### config.mk
export PLATFORM = sky130hd
export DESIGN_NAME = alu_md_seq_flat
export DESIGN_NICKNAME = d
export VERILOG_FILES = /design/src/rtl/alu_md_seq_if.sv /design/src/rtl/alu_md_seq.sv /design/src/flat_wrapper.sv
export SDC_FILE = /design/constraint.sdc
export NUM_CORES = 1
export LEC_CHECK = 0
export ABC_AREA = 1
export ABC_CLOCK_PERIOD_IN_PS = 15000
export CELL_PAD_IN_SITES_DETAIL_PLACEMENT = 0
export CELL_PAD_IN_SITES_GLOBAL_PLACEMENT = 1
export CORE_MARGIN = 5
export CORE_UTILIZATION = 45
export CTS_CLUSTER_DIAMETER = 40
export DETAILED_ROUTE_END_ITERATION = 10
export GPL_TIMING_DRIVEN = 0
export PLACE_DENSITY_LB_ADDON = 0.15
export RECOVER_POWER = 50
export REMOVE_ABC_BUFFERS = 1
export SLEW_MARGIN = 20
export SYNTH_ARGS = -nofsm -noshare
export SYNTH_HDL_FRONTEND = slang
export SYNTH_SLANG_ARGS = --single-unit
### constraint.sdc
create_clock -name CLK -period 15 [get_ports CLK]
set_clock_uncertainty 0.15 [all_clocks]
set_input_delay 4.5 -clock CLK [delete_from_list [all_inputs] [get_ports CLK]]
set_output_delay 4.5 -clock CLK [all_outputs]
set_load 0.005 [all_outputs]
### src/rtl/alu_md_seq_if.sv
// Operation/result bus of the MAD_RISC execute unit. The unit owns the slave modport.
// Valid/ready: a transfer happens on a rising edge where both VLD and RDY are high. The
// producer holds its payload stable while VLD is high, and it does not drop VLD until that transfer.
interface alu_md_seq_if #(
  parameter int XLEN = 32
);
  logic            IN_VLD;
  logic            IN_RDY;
  logic [4:0]      OPC;
  logic [XLEN-1:0] A;
  logic [XLEN-1:0] B;
  logic            CIN;
  logic            OUT_VLD;
  logic            OUT_RDY;
  logic [XLEN-1:0] RSLT;
  logic            ZR;
  logic            NEG;
  logic            OFLW;
  logic            COUT;
  logic            BUSY;
  logic [1:0]      dbg_state;

  modport master (
    output IN_VLD, OPC, A, B, CIN, OUT_RDY,
    input  IN_RDY, OUT_VLD, RSLT, ZR, NEG, OFLW, COUT, BUSY, dbg_state
  );

  modport slave (
    input  IN_VLD, OPC, A, B, CIN, OUT_RDY,
    output IN_RDY, OUT_VLD, RSLT, ZR, NEG, OFLW, COUT, BUSY, dbg_state
  );
endinterface

### src/rtl/alu_md_seq.sv
// Execute unit: single-cycle ALU ops plus iterative radix-2 multiply and restoring divide.
// The result and flags are registered and held until the consumer takes them.
module alu_md_seq #(
  parameter int XLEN = 32
) (
  input  logic         CLK,
  input  logic         RST,
  alu_md_seq_if.slave  bus
);
  localparam int SHW = $clog2(XLEN);
  localparam logic [SHW-1:0] LAST = SHW'(XLEN - 1);
  localparam logic [XLEN-1:0] SMIN = {1'b1, {(XLEN-1){1'b0}}};

  localparam logic [4:0] OP_ADD    = 5'd0;
  localparam logic [4:0] OP_SUB    = 5'd1;
  localparam logic [4:0] OP_AND    = 5'd2;
  localparam logic [4:0] OP_OR     = 5'd3;
  localparam logic [4:0] OP_XOR    = 5'd4;
  localparam logic [4:0] OP_SLL    = 5'd5;
  localparam logic [4:0] OP_SRL    = 5'd6;
  localparam logic [4:0] OP_SRA    = 5'd7;
  localparam logic [4:0] OP_SLT    = 5'd8;
  localparam logic [4:0] OP_SLTU   = 5'd9;
  localparam logic [4:0] OP_MUL    = 5'd10;
  localparam logic [4:0] OP_MULH   = 5'd11;
  localparam logic [4:0] OP_MULHSU = 5'd12;
  localparam logic [4:0] OP_MULHU  = 5'd13;
  localparam logic [4:0] OP_DIV    = 5'd14;
  localparam logic [4:0] OP_DIVU   = 5'd15;
  localparam logic [4:0] OP_REM    = 5'd16;
  localparam logic [4:0] OP_REMU   = 5'd17;

  typedef enum logic [1:0] {IDLE = 2'd0, ITER = 2'd1, RES = 2'd2} state_t;
  state_t state, state_nxt;

  logic [XLEN-1:0] a, b;
  logic [4:0]      opc;
  logic [SHW-1:0]  shamt;
  logic            in_rdy, out_vld, busy, accept;

  assign a      = bus.A;
  assign b      = bus.B;
  assign opc    = bus.OPC;
  assign shamt  = b[SHW-1:0];
  assign accept = bus.IN_VLD & in_rdy;

  // Decode: divide special cases resolve in one cycle instead of iterating.
  logic is_md, is_div, div_sgn, b_zero, div_ovf, is_iter;
  assign is_md   = (opc >= OP_MUL) && (opc <= OP_REMU);
  assign is_div  = (opc >= OP_DIV) && (opc <= OP_REMU);
  assign div_sgn = (opc == OP_DIV) || (opc == OP_REM);
  assign b_zero  = (b == '0);
  assign div_ovf = div_sgn && (a == SMIN) && (b == '1);
  assign is_iter = is_md && !(is_div && (b_zero || div_ovf));

  // Single-cycle result path
  logic [XLEN:0]   add_w, sub_w;
  logic [XLEN-1:0] sc_rslt;
  logic            sc_oflw, sc_cout;

  assign add_w = {1'b0, a} + {1'b0, b} + {{XLEN{1'b0}}, bus.CIN};
  assign sub_w = {1'b0, a} - {1'b0, b} - {{XLEN{1'b0}}, bus.CIN};

  always_comb begin
    sc_rslt = '0;
    sc_oflw = 1'b0;
    sc_cout = 1'b0;
    case (opc)
      OP_ADD: begin
        sc_rslt = add_w[XLEN-1:0];
        sc_cout = add_w[XLEN];
        sc_oflw = (a[XLEN-1] == b[XLEN-1]) && (add_w[XLEN-1] != a[XLEN-1]);
      end
      OP_SUB: begin
        sc_rslt = sub_w[XLEN-1:0];
        sc_cout = sub_w[XLEN];
        sc_oflw = (a[XLEN-1] != b[XLEN-1]) && (sub_w[XLEN-1] != a[XLEN-1]);
      end
      OP_AND:  sc_rslt = a & b;
      OP_OR:   sc_rslt = a | b;
      OP_XOR:  sc_rslt = a ^ b;
      OP_SLL:  sc_rslt = a << shamt;
      OP_SRL:  sc_rslt = a >> shamt;
      OP_SRA:  sc_rslt = $signed(a) >>> shamt;
      OP_SLT:  sc_rslt = {{(XLEN-1){1'b0}}, ($signed(a) < $signed(b))};
      OP_SLTU: sc_rslt = {{(XLEN-1){1'b0}}, (a < b)};
      OP_DIV, OP_DIVU: sc_rslt = b_zero ? '1 : a;
      OP_REM, OP_REMU: sc_rslt = b_zero ? a : '0;
      default: sc_rslt = '0;
    endcase
  end

  // Iterative path works on magnitudes; the sign is restored on the final step.
  logic            a_neg, b_neg, neg_nxt;
  logic [XLEN-1:0] a_mag, b_mag;
  assign a_neg   = a[XLEN-1] && ((opc == OP_MULH) || (opc == OP_MULHSU) || div_sgn);
  assign b_neg   = b[XLEN-1] && ((opc == OP_MULH) || div_sgn);
  assign a_mag   = a_neg ? -a : a;
  assign b_mag   = b_neg ? -b : b;
  assign neg_nxt = (opc == OP_REM) ? a_neg : (a_neg ^ b_neg);

  logic [XLEN-1:0] acc_q, sh_q, opnd_q;
  logic [SHW-1:0]  cnt_q;
  logic [4:0]      op_q;
  logic            neg_q, op_is_div;
  assign op_is_div = (op_q >= OP_DIV);

  logic [XLEN:0]     mul_sum, div_rs, div_diff;
  logic [XLEN-1:0]   mul_acc_n, mul_sh_n, div_acc_n, div_sh_n;
  logic [2*XLEN-1:0] prod, prod_s;
  logic [XLEN-1:0]   quo_s, rem_s, it_rslt;
  logic              div_ge;

  assign mul_sum   = {1'b0, acc_q} + (sh_q[0] ? {1'b0, opnd_q} : '0);
  assign mul_acc_n = mul_sum[XLEN:1];
  assign mul_sh_n  = {mul_sum[0], sh_q[XLEN-1:1]};
  assign div_rs    = {acc_q, sh_q[XLEN-1]};
  assign div_diff  = div_rs - {1'b0, opnd_q};
  assign div_ge    = !div_diff[XLEN];
  assign div_acc_n = div_ge ? div_diff[XLEN-1:0] : div_rs[XLEN-1:0];
  assign div_sh_n  = {sh_q[XLEN-2:0], div_ge};

  assign prod   = {mul_acc_n, mul_sh_n};
  assign prod_s = neg_q ? -prod : prod;
  assign quo_s  = neg_q ? -div_sh_n : div_sh_n;
  assign rem_s  = neg_q ? -div_acc_n : div_acc_n;

  always_comb begin
    it_rslt = rem_s;
    case (op_q)
      OP_MUL:                        it_rslt = prod_s[XLEN-1:0];
      OP_MULH, OP_MULHSU, OP_MULHU:  it_rslt = prod_s[2*XLEN-1:XLEN];
      OP_DIV, OP_DIVU:               it_rslt = quo_s;
      default:                       it_rslt = rem_s;
    endcase
  end

  // Result register load select
  logic            ld, ld_oflw, ld_cout;
  logic [XLEN-1:0] ld_val;
  always_comb begin
    ld      = 1'b0;
    ld_val  = sc_rslt;
    ld_oflw = sc_oflw;
    ld_cout = sc_cout;
    if (state == ITER) begin
      ld      = (cnt_q == LAST);
      ld_val  = it_rslt;
      ld_oflw = 1'b0;
      ld_cout = 1'b0;
    end else if (accept && !is_iter) begin
      ld = 1'b1;
    end
  end

  always_comb begin
    state_nxt = state;
    in_rdy    = 1'b0;
    out_vld   = 1'b0;
    busy      = 1'b0;
    case (state)
      IDLE: begin
        in_rdy = 1'b1;
        if (bus.IN_VLD) state_nxt = is_iter ? ITER : RES;
      end
      ITER: begin
        busy = 1'b1;
        if (cnt_q == LAST) state_nxt = RES;
      end
      RES: begin
        out_vld = 1'b1;
        in_rdy  = bus.OUT_RDY;
        if (bus.OUT_RDY) state_nxt = bus.IN_VLD ? (is_iter ? ITER : RES) : IDLE;
      end
      default: state_nxt = IDLE;
    endcase
  end

  always_ff @(posedge CLK) begin
    if (!RST) begin
      state    <= IDLE;
      bus.RSLT <= '0;
      bus.ZR   <= 1'b0;
      bus.NEG  <= 1'b0;
      bus.OFLW <= 1'b0;
      bus.COUT <= 1'b0;
      acc_q    <= '0;
      sh_q     <= '0;
      opnd_q   <= '0;
      cnt_q    <= '0;
      op_q     <= '0;
      neg_q    <= 1'b0;
    end else begin
      state <= state_nxt;
      if (ld) begin
        bus.RSLT <= ld_val;
        bus.ZR   <= (ld_val == '0);
        bus.NEG  <= ld_val[XLEN-1];
        bus.OFLW <= ld_oflw;
        bus.COUT <= ld_cout;
      end
      if (accept && is_iter) begin
        acc_q  <= '0;
        sh_q   <= a_mag;
        opnd_q <= b_mag;
        cnt_q  <= '0;
        op_q   <= opc;
        neg_q  <= neg_nxt;
      end else if (state == ITER) begin
        acc_q <= op_is_div ? div_acc_n : mul_acc_n;
        sh_q  <= op_is_div ? div_sh_n : mul_sh_n;
        cnt_q <= cnt_q + SHW'(1);
      end
    end
  end

  assign bus.IN_RDY    = in_rdy;
  assign bus.OUT_VLD   = out_vld;
  assign bus.BUSY      = busy;
  assign bus.dbg_state = state;
endmodule
### src/flat_wrapper.sv
// flat-port wrapper written by rule: the top's interface ports become plain ports
module alu_md_seq_flat 
#(
  parameter int XLEN = 32
)
  (CLK, RST, bus_IN_VLD, bus_OPC, bus_A, bus_B, bus_CIN, bus_OUT_RDY, bus_IN_RDY, bus_OUT_VLD, bus_RSLT, bus_ZR, bus_NEG, bus_OFLW, bus_COUT, bus_BUSY, bus_dbg_state);
  alu_md_seq_if #(.XLEN(XLEN)) bus_i ();
  input  logic CLK;
  input  logic RST;
  input wire logic [$bits(bus_i.IN_VLD)-1:0] bus_IN_VLD;
  input wire logic [$bits(bus_i.OPC)-1:0] bus_OPC;
  input wire logic [$bits(bus_i.A)-1:0] bus_A;
  input wire logic [$bits(bus_i.B)-1:0] bus_B;
  input wire logic [$bits(bus_i.CIN)-1:0] bus_CIN;
  input wire logic [$bits(bus_i.OUT_RDY)-1:0] bus_OUT_RDY;
  output wire logic [$bits(bus_i.IN_RDY)-1:0] bus_IN_RDY;
  output wire logic [$bits(bus_i.OUT_VLD)-1:0] bus_OUT_VLD;
  output wire logic [$bits(bus_i.RSLT)-1:0] bus_RSLT;
  output wire logic [$bits(bus_i.ZR)-1:0] bus_ZR;
  output wire logic [$bits(bus_i.NEG)-1:0] bus_NEG;
  output wire logic [$bits(bus_i.OFLW)-1:0] bus_OFLW;
  output wire logic [$bits(bus_i.COUT)-1:0] bus_COUT;
  output wire logic [$bits(bus_i.BUSY)-1:0] bus_BUSY;
  output wire logic [$bits(bus_i.dbg_state)-1:0] bus_dbg_state;
  assign bus_i.IN_VLD = bus_IN_VLD;
  assign bus_i.OPC = bus_OPC;
  assign bus_i.A = bus_A;
  assign bus_i.B = bus_B;
  assign bus_i.CIN = bus_CIN;
  assign bus_i.OUT_RDY = bus_OUT_RDY;
  assign bus_IN_RDY = bus_i.IN_RDY;
  assign bus_OUT_VLD = bus_i.OUT_VLD;
  assign bus_RSLT = bus_i.RSLT;
  assign bus_ZR = bus_i.ZR;
  assign bus_NEG = bus_i.NEG;
  assign bus_OFLW = bus_i.OFLW;
  assign bus_COUT = bus_i.COUT;
  assign bus_BUSY = bus_i.BUSY;
  assign bus_dbg_state = bus_i.dbg_state;
  alu_md_seq #(.XLEN(XLEN)) u_core (.CLK(CLK), .RST(RST), .bus(bus_i));
endmodule
# Word level (Yosys, flattened, before mapping)
# Index checks and enable logic that the tools add are counted.
dict set report op_classes {
  n_bitwise 6
  add_sub_neg 12
  magnitude_cmp 6
  mux 32
  shift 3
  eq_ne 33
  n_reduce_logical 31
}
# op n
set op_table {}
lappend op_table {{two-way mux 32 bit} 13}
lappend op_table {{one-hot mux 32 bit (12 select lines)} 1}
lappend op_table {{negator 32 bit} 4}
lappend op_table {{one-hot mux 32 bit (3 select lines)} 1}
lappend op_table {{== test 32 bit, second input constant} 2}
lappend op_table {{logical NOT 32 bit} 2}
lappend op_table {{< comparator 32 bit} 2}
lappend op_table {{two-way mux 64 bit} 1}
lappend op_table {{negator 64 bit} 1}
lappend op_table {{== test 5 x 4 -> 1 bit, second input constant} 12}
lappend op_table {{adder 32 x 32 -> 33 bit} 1}
lappend op_table {{adder 32 x 33 -> 33 bit} 1}
lappend op_table {{adder 33 x 1 -> 33 bit} 1}
lappend op_table {{subtractor 32 x 32 -> 33 bit} 1}
lappend op_table {{subtractor 33 x 1 -> 33 bit} 1}
lappend op_table {{subtractor 33 x 32 -> 33 bit} 1}
lappend op_table {{AND 32 bit} 1}
lappend op_table {{bitwise OR 32 bit} 1}
lappend op_table {{<< shifter 32 x 5 -> 32 bit} 1}
lappend op_table {{>> shifter 32 x 5 -> 32 bit} 1}
lappend op_table {{>>> shifter 32 x 5 -> 32 bit} 1}
lappend op_table {{XOR 32 bit} 1}
lappend op_table {{== test 5 x 3 -> 1 bit, second input constant} 4}
lappend op_table {{== test 5 bit, second input constant} 3}
lappend op_table {{other kinds (27)} 65}
dict set report totals {
  out_inout_bits 41
  ff_bits 145
}

# Depth between registers and ports, before layout
# Gate-level depths: netlist of run 1.
dict set report logic_depth {
  word_depth 12
  ltp_mapped 36
  mapped_depth_nobuf 35
}

# Worst setup path before layout of run 1
# Ideal clock, no wire load.
dict set report synth_timing {
  kind {input to output}
  start {input port bus_OUT_RDY}
  end {output port bus_IN_RDY}
  cell_stages 2
  t_required_ns 10.350
  path_slack_ns 5.651
  arrival_ns 4.699
  cell_sequence {inv_1 > a21oi_1}
}
dict set report synth_between {
  elab_chain_cells 1
}
# element line_no
set synth_lines {}
lappend synth_lines {{start, declared} flat_wrapper.sv:15} ;# input wire logic [$bits(bus_i.OUT_RDY)-1:0] bus_OUT_RDY;
lappend synth_lines {{one-hot mux 1 bit (2 select lines)} alu_md_seq.sv:161} ;# case (state)
lappend synth_lines {{end, declared} flat_wrapper.sv:16} ;# output wire logic [$bits(bus_i.IN_RDY)-1:0] bus_IN_RDY;
# Every way passes these cells.

# Worst setup path after layout of run 1
dict set report layout_timing {
  start {input port bus_B[1]}
  end {register u_core.bus.RSLT[15]}
}
dict set report layout_between {
  elab_chain_cells 10
  word_cells_on_any_way 22
}
# element line_no
set layout_lines {}
lappend layout_lines {{start, declared} flat_wrapper.sv:13} ;# input wire logic [$bits(bus_i.B)-1:0] bus_B;
lappend layout_lines {{branches (longest 10 deep; another with subtractor 32 x 32 -> 33 bit)} n/a}
lappend layout_lines {{end signal, assigned} alu_md_seq.sv:196} ;# bus.RSLT <= ld_val;
lappend layout_lines {{end, declared} alu_md_seq_if.sv:30} ;# output IN_RDY, OUT_VLD, RSLT, ZR, NEG, OFLW, COUT, BUSY, dbg_state
# Several ways; the timed one is not identified.
# A chain may end at the register's enable or synchronous reset.

==> results_dict.tcl, run 1 <==
set metrics [dict create \
    worst_pin_slew_ns 3.203 \
    critPathMostFrequentCell "sky130_fd_sc_hd__inv_1" \
    timing_hold_violations_final 0 \
    multi_input_comb_area_um2 21260 \
    reg2reg_setup_slack_ns 8.15 \
    die-area_um2 66260 \
    synth.most_common_cell "sky130_fd_sc_hd__nand2_1" \
    clockBufferDepth 2 \
    routed_via_density 6.060 \
    p_leak_nw 15.08 \
    cts_hold_buf 0 \
    grt_pass1_wl_mm 204.0 \
    reg2reg_depth 30 \
    power_density_nw_per_um2 72.52 \
    worst_hold_path.num_cells 2 \
    netlist_top_cells_count "1,408 x sky130_fd_sc_hd__nand2_1, 665 x sky130_fd_sc_hd__inv_1, 448 x sky130_fd_sc_hd__nor2_1" \
    timing_max_transition_violations_final 125 \
    final.period_utilization_pct 81.58 \
    number_of_clock_sinks_seen_by_cts 144 \
    path_max_fanout 68 \
    worstPathRequired_ns 15.26 \
    dpl.hpwl_mm 113.5 \
    slew_headroom_pct -115.8 \
    regToRegEndpoint "u_core.bus.ZR" \
    failed_checks "max-capacitance violations, max-slew violations" \
    synth_seq_cells 144 \
    cts_tree "built" \
    cts_root_buf "sky130_fd_sc_hd__clkbuf_16" \
    vias_in_the_first_global_route 32040 \
    synth_cells 5047 \
    regToRegStartpoint "u_core.sh_q[31]" \
    grtUsageTotal_pct 40.35 \
    synth_top_cell_by_area "sky130_fd_sc_hd__nand2_1" \
    clock.fmax_ghz 0.08172 \
    cell_area_after_synthesis_um2 27540 \
    yosysUniqueCellTypes 67 \
    clock_pin_slew_on_the_worst_setup_and_hold_paths_ns 0.08 \
    hold_ws_ns 0.3230 \
    drc 0 \
    slack_of_the_critical_path_ns 2.763 \
    ys.warnings.count 0 \
    antenna_left 0 \
    synthFlopType "sky130_fd_sc_hd__dfxtp_1" \
    postSynth.asyncResetShare_pct 0 \
    crit_path_cell_trace "buf_2, buf_16, clkinvlp_2, ha_1, inv_1, nor3_1, inv_1, nor2_1, nand3b_1, nor2_1, buf_6, o21bai_1, nand2_1, nand2_1, o21ai_0, inv_1, o21ai_0, inv_1" \
    finalWorstPathRequiredPeriod_ns 12.24 \
    grt_antenna_before_repair 6 \
    final_nets 5301 \
    syn_to_final_growth_pct 8.508 \
    post_dr_wirelength_cell_um 24.45 \
    synth-seq-area-share_pct 10.47 \
    port_buffer_count 114 \
    dp_cells 5753 \
    firstDrtPassIters 6 \
    setup.worst_path.start_class "primary input" \
    num_rows 90 \
    floorplan.initialDensity_pct 45.55 \
    core_area_um2 60470 \
    post_route_cells_drive_above_1_share_pct 3.958 \
    hold_path.startpoint "u_core.bus.ZR" \
    netlist.area_leader.share_pct 19.19 \
    post_synth.cell_area_avg_um2 5.457 \
    detailedRoute.firstIterationViolations 4340 \
    cts_resized 0 \
    setup_fix_bufs_post_cts 0 \
    setup.worst_path.class "primary input to register" \
    synth-edff-count 0 \
    maxCapViolCount 3 \
    finalSetupViolCount 0 \
    floorplan.io_pins 115 \
    max-vdd-ir-drop_mv 0.09609 \
    final-instance-count-excl-fill 5786 \
    cp-end-kind "register" \
    die-width_um 257.4 \
    grt_setup_unrepaired "no" \
    yosys-top-cells-area "sky130_fd_sc_hd__nand2_1 19%, sky130_fd_sc_hd__ha_1 10%, sky130_fd_sc_hd__dfxtp_1 10%, sky130_fd_sc_hd__inv_1 9.1%, sky130_fd_sc_hd__o21ai_0 8.0%" \
    critical-path-slowest-cell "sky130_fd_sc_hd__clkinvlp_2" \
    clk_latency_ns 0.51 \
    cts_buffers 17 \
    timing.critical_path.slowest_cell_delay_ns 1.53 \
    grt_overflow_total 0 \
    pre_cts_slack_ns 4.563 \
    power.total_w 0.002167 \
    die_h_um 257.4 \
    min_to "u_core.bus.ZR" \
    outcome "complete, but fails checks" \
    detailroute.via_count 35060 \
    wl_final_mm 141.5 \
    clock_tree.htree_level_count 4 \
    layout.filler_cells 6739 \
    area.sequential_um2 2888 \
    worst_hold_path_type "register to register" \
    place_congestion 1.022 \
    grt_max_degree 69 \
    endpoint_arrival_time_on_the_critical_path_ns 12.49 \
]
final cells by class:
type	count	share of cell area, %
Inverter	690	8.691
Tap cell	782	3.274
Antenna cell	1	0.008373
Timing Repair Buffer	137	5.216
Clock inverter	15	0.6070
Multi-Input combinational cell	4000	71.12
Sequential cell	144	9.662
Clock buffer	17	1.423
power breakdown:
group          internal, W  total [W]  switching, W
Clock             0.000225   0.000461      0.000236
Sequential        0.000405   0.000437     0.0000316
Combinational     0.000353    0.00127      0.000917
Total             0.000983    0.00217       0.00118
registers in the layout (all words and copies together) (netlist names):
register              flops
u_core.neg_q              1
u_core.bus.COUT           1
u_core.bus.dbg_state      2
u_core.cnt_q              5
u_core.acc_q             32
u_core.bus.OFLW           1
u_core.bus.ZR             1
u_core.opnd_q            32
u_core.bus.RSLT          31
u_core.op_q               5
u_core.bus.NEG            1
u_core.sh_q              32
worst max-delay path by stage:
stage	from	to	slack, ns	cells after the start
floorplan	bus_OPC[2]	u_core.sh_q[17]	3.98	11
global route	bus_B[1]	u_core.bus.RSLT[5]	2.40	18
detailed placement	bus_B[1]	u_core.sh_q[4]	4.56	19
CTS	bus_OUT_RDY	bus_IN_RDY	4.66	4
finish	bus_B[1]	u_core.bus.RSLT[15]	2.76	18
global placement	bus_B[0]	u_core.opnd_q[10]	-3.76	15
layer usage:
layer,up-vias,global-route usage [%],wire (um)
met5,-,0,26
met4,4,27.41,11680
met3,475,6.716,12380
met2,1872,66.89,64450
met1,16120,47.82,52930
li1,16590,-,-
placed cells by master (no fill, tap or decap), drive strengths merged, types with 4 or more instances in the layout:
cell type | netlist | routed
nor3 | 76 | 76
a21oi | 420 | 420
nor4 | 29 | 29
a221oi | 11 | 11
inv | 679 | 685
o221ai | 9 | 9
o311ai | 6 | 6
a31oi | 39 | 39
a311oi | 5 | 5
a211oi | 13 | 13
clkinv | 11 | 19
buf | 60 | 28
o211ai | 86 | 86
ha | 231 | 231
clkbuf | 153 | 18
fa | 6 | 6
o32ai | 5 | 5
dlygate4sd3 | 0 | 39
mux2i | 15 | 15
and2 | 6 | 6
nand2 | 1452 | 1452
o21a | 20 | 20
o2111ai | 11 | 11
a21boi | 4 | 4
nand3b | 14 | 14
clkdlybuf4s50 | 0 | 69
a2111oi | 7 | 7
xor2 | 80 | 80
or2 | 17 | 17
o21bai | 20 | 20
nand4 | 83 | 83
a21o | 7 | 7
nand3 | 311 | 311
dfxtp | 144 | 144
o22ai | 34 | 34
o21ai | 460 | 460
o31ai | 16 | 16
xnor2 | 17 | 17
nor2 | 472 | 472
cells by family (layout without fill, tap and decap cells):
| family | count (synthesis) | count (layout) | share of synthesized area, % |
|---|---|---|---|
| adders and majority gates | 237 | 237 | 10.93 |
| other | 0 | 1 | 0 |
| buffers and inverters | 903 | 859 | 12.56 |
| DFF | 144 | 144 | 10.47 |
| AOI/OAI and AO/OA | 1186 | 1186 | 24.48 |
| muxes | 15 | 15 | 0.5451 |
| xor gates and xnor gates | 97 | 97 | 3.084 |
| and+or+nand+nor | 2465 | 2465 | 37.94 |
worst max-delay path: cells and delay by family:
kind,cells,cell delay (ns)
compound gates,3,1.75
fa+ha+maj,1,0.42
buf+inv,8,4.04
simple gates,6,1.71
per-stage QoR:
stage / utilization [%] / TNS (ns) / area, um2
finish: 49.42 / 0 / 29890
global route: 49.42 / 0 / 29880
CTS: 49.50 / 0 / 29930
detailed placement: 48.50 / 0 / 29330
global placement: 47.62 / -315.59 / 28800
floorplan: - / 0 / 26680
No activity file was read; power rests on OpenSTA's default activity.
==> inputs of run 2 (changes only) <==
--- a/config.mk
+++ b/config.mk
@@ -6,11 +6,11 @@
 export NUM_CORES = 1
 export LEC_CHECK = 0
 export ABC_AREA = 1
-export ABC_CLOCK_PERIOD_IN_PS = 15000
+export ABC_CLOCK_PERIOD_IN_PS = 12300
 export CELL_PAD_IN_SITES_DETAIL_PLACEMENT = 0
 export CELL_PAD_IN_SITES_GLOBAL_PLACEMENT = 1
 export CORE_MARGIN = 5
-export CORE_UTILIZATION = 45
+export CORE_UTILIZATION = 44
 export CTS_CLUSTER_DIAMETER = 40
 export DETAILED_ROUTE_END_ITERATION = 10
 export GPL_TIMING_DRIVEN = 0
==> constraint.sdc (replaced) <==
create_clock -name CLK -period 12.3 [get_ports CLK]
set_clock_uncertainty 0.15 [all_clocks]
set_input_delay 3.69 -clock CLK [delete_from_list [all_inputs] [get_ports CLK]]
set_output_delay 3.69 -clock CLK [all_outputs]
set_load 0.005 [all_outputs]
==> run 2 against run 1 <==
- the run still ends with max-capacitance violations, max-slew violations left
- critical path type unchanged
- worst hold slack worse by 0.0078 ns
- combinational power up 22%
- clock power up 23%
- flip-flop and latch count unchanged
- critical path depth up 5
- total power up 22%
- critical endpoint is now u_core.bus.ZR
- count of clock-buffer cells in the layout unchanged
- wire length up 1.9%
==> results_dict.tcl, run 2 (synthesized netlist as in run 1, its figures left out) <==
set metrics [dict create \
    outcome "complete, but fails checks" \
    failed_checks "max-capacitance violations, max-slew violations" \
    port_buffer_count 114 \
    post_dr_wirelength_cell_um 24.67 \
    number_of_clock_sinks_seen_by_cts 144 \
    detailroute.via_count 35140 \
    syn_to_final_growth_pct 8.826 \
    critical-path-slowest-cell "sky130_fd_sc_hd__clkbuf_1" \
    final-instance-count-excl-fill 5844 \
    cts_hold_buf 0 \
    vias_in_the_first_global_route 32530 \
    dpl.hpwl_mm 115.0 \
    antenna_left 0 \
    crit_path_cell_trace "buf_4, inv_1, ha_1, inv_1, nor3_1, nand2_1, nor2_1, nand3_1, clkbuf_1, inv_1, nand3_1, o2111ai_1, nor2_1, nand2_1, o21ai_0, o21ai_0, nor2_1, nand2_1, nor2_1, nand2_1, nor2_1, nand3_1, a21oi_1" \
    routed_via_density 6.013 \
    worstPathRequired_ns 12.58 \
    finalSetupViolCount 0 \
    cts_resized 0 \
    post_dp_cell_area_um2 29460 \
    detailedRoute.firstIterationViolations 4192 \
    clock_pin_slew_on_the_worst_setup_and_hold_paths_ns 0.08 \
    setup.worst_path.class "primary input to register" \
    reg2reg_setup_slack_ns 5.32 \
    final_nets 5305 \
    die_h_um 260.2 \
    path_max_fanout 68 \
    setup_fix_bufs_post_cts 0 \
    worst_hold_path.num_cells 2 \
    antenna_cells_inserted 0 \
    hold_ws_ns 0.3151 \
    most_common_cell_after_layout_fill_and_taps_aside "sky130_fd_sc_hd__nand2_1" \
    max-vdd-ir-drop_mv 0.08361 \
    num_rows 91 \
    cts_buffers 17 \
    die-area_um2 67700 \
    clockBufferDepth 2 \
    wl_final_mm 144.2 \
    p_leak_nw 15.09 \
    floorplan.initialDensity_pct 44.55 \
    final_cell_area_um2 29980 \
    power_density_nw_per_um2 88.22 \
    cts_root_buf "sky130_fd_sc_hd__clkbuf_16" \
    timing_hold_violations_final 0 \
    finalSetupTns_ns 0 \
    setup.worst_path.start_class "primary input" \
    grt_antenna_before_repair 5 \
    clock.fmax_ghz 0.09043 \
    endpoint_arrival_time_on_the_critical_path_ns 11.34 \
    critPathMostFrequentCell "sky130_fd_sc_hd__nor2_1" \
    die-width_um 260.2 \
    drc 0 \
    grt_setup_unrepaired "no" \
    grt_max_degree 77 \
    post_route_cells_drive_above_1_share_pct 3.994 \
    finalWorstPathRequiredPeriod_ns 11.06 \
    maxCapViolCount 4 \
    commonest_non_fill_non_tap_cells_in_the_layout "1,405 x sky130_fd_sc_hd__nand2_1, 659 x sky130_fd_sc_hd__inv_1, 445 x sky130_fd_sc_hd__nor2_1" \
    clk_latency_ns 0.51 \
    largestRegisters "u_core.acc_q: 32 flops, u_core.opnd_q: 32 flops, u_core.sh_q: 32 flops" \
    core_area_um2 61830 \
    grtUsageTotal_pct 40.86 \
    firstDrtPassIters 6 \
    reg2reg_depth 9 \
    grt_overflow_total 0 \
    grt_pass1_wl_mm 208.4 \
    timing.critical_path.slowest_cell_delay_ns 1.19 \
    final.period_utilization_pct 89.91 \
    worst_hold_path_type "register to register" \
    dp_cells 5812 \
    floorplan.io_pins 115 \
    place_congestion 1.049 \
    worst_pin_slew_ns 2.644 \
    timing_max_transition_violations_final 66 \
    cts_tree "built" \
    layout.filler_cells 7012 \
    cp-end-kind "register" \
    clock_tree.htree_level_count 4 \
    slew_headroom_pct -78.13 \
]
run 2: changes by cell type in the layout (fill, tap and decap cells not counted), sizes merged:
cell      previous run  this run
clkbuf              18        20
buf                 28        30
clkinv              19        21
inv                685       684
clkinvlp             1         0
diode                1         0
run 2: cell type report:
type | count | area, um2 | area share (%)
Timing Repair Buffer | 141 | 1570 | 5.239
Clock inverter | 15 | 188.9 | 0.6303
Tap cell | 837 | 1047 | 3.494
Clock buffer | 17 | 425.4 | 1.419
Sequential cell | 144 | 2888 | 9.634
Inverter | 690 | 2599 | 8.670
Multi-Input combinational cell | 4000 | 21260 | 70.91
run 2: report_power, final:
group | switching [W] | leakage (nW) | internal [W]
sequential | 0.0000392 | 1.18 | 0.000494
clock | 0.000290 | 0.298 | 0.000276
combinational | 0.00112 | 13.6 | 0.000429
run 2: path summary, 6_finish.rpt:
path / to / startpoint
worst max-delay path: u_core.bus.ZR / bus_B[0]
worst min-delay path: u_core.bus.COUT / u_core.bus.COUT
worst max register to register: u_core.bus.RSLT[11] / u_core.bus.dbg_state[0]
worst min register to register: u_core.bus.COUT / u_core.bus.COUT
run 2: layer usage:
| layer | global-route usage, % | vias up | part of all wire, % |
|---|---|---|---|
| li1 | - | 16600 | - |
| met1 | 48.89 | 16090 | 38 |
| met2 | 65.95 | 1957 | 45 |
| met3 | 8.126 | 490 | 9.5 |
| met4 | 27.93 | 4 | 8.4 |
| met5 | 0 | - | 0.016 |
run 2: worst max-delay path: cells and delay by family:
kind / cells / cell delay, ns
simple gates: 13 / 2.49
compound gates: 4 / 0.89
fa+ha+maj: 1 / 0.56
buf+inv: 5 / 3.59
run 2: stage by stage:
step / total power (W) / util, % / setup slack, ns
2_1_floorplan: 0.001466 / - / 2.085
3_3_place_gp: 0.002025 / 46.69 / -6.533
3_5_place_dp: 0.002036 / 47.65 / 2.492
4_1_cts: 0.002603 / 48.64 / 3.030
5_1_grt: 0.002789 / 48.48 / 1.253
6_report: 0.002644 / 48.48 / 1.241
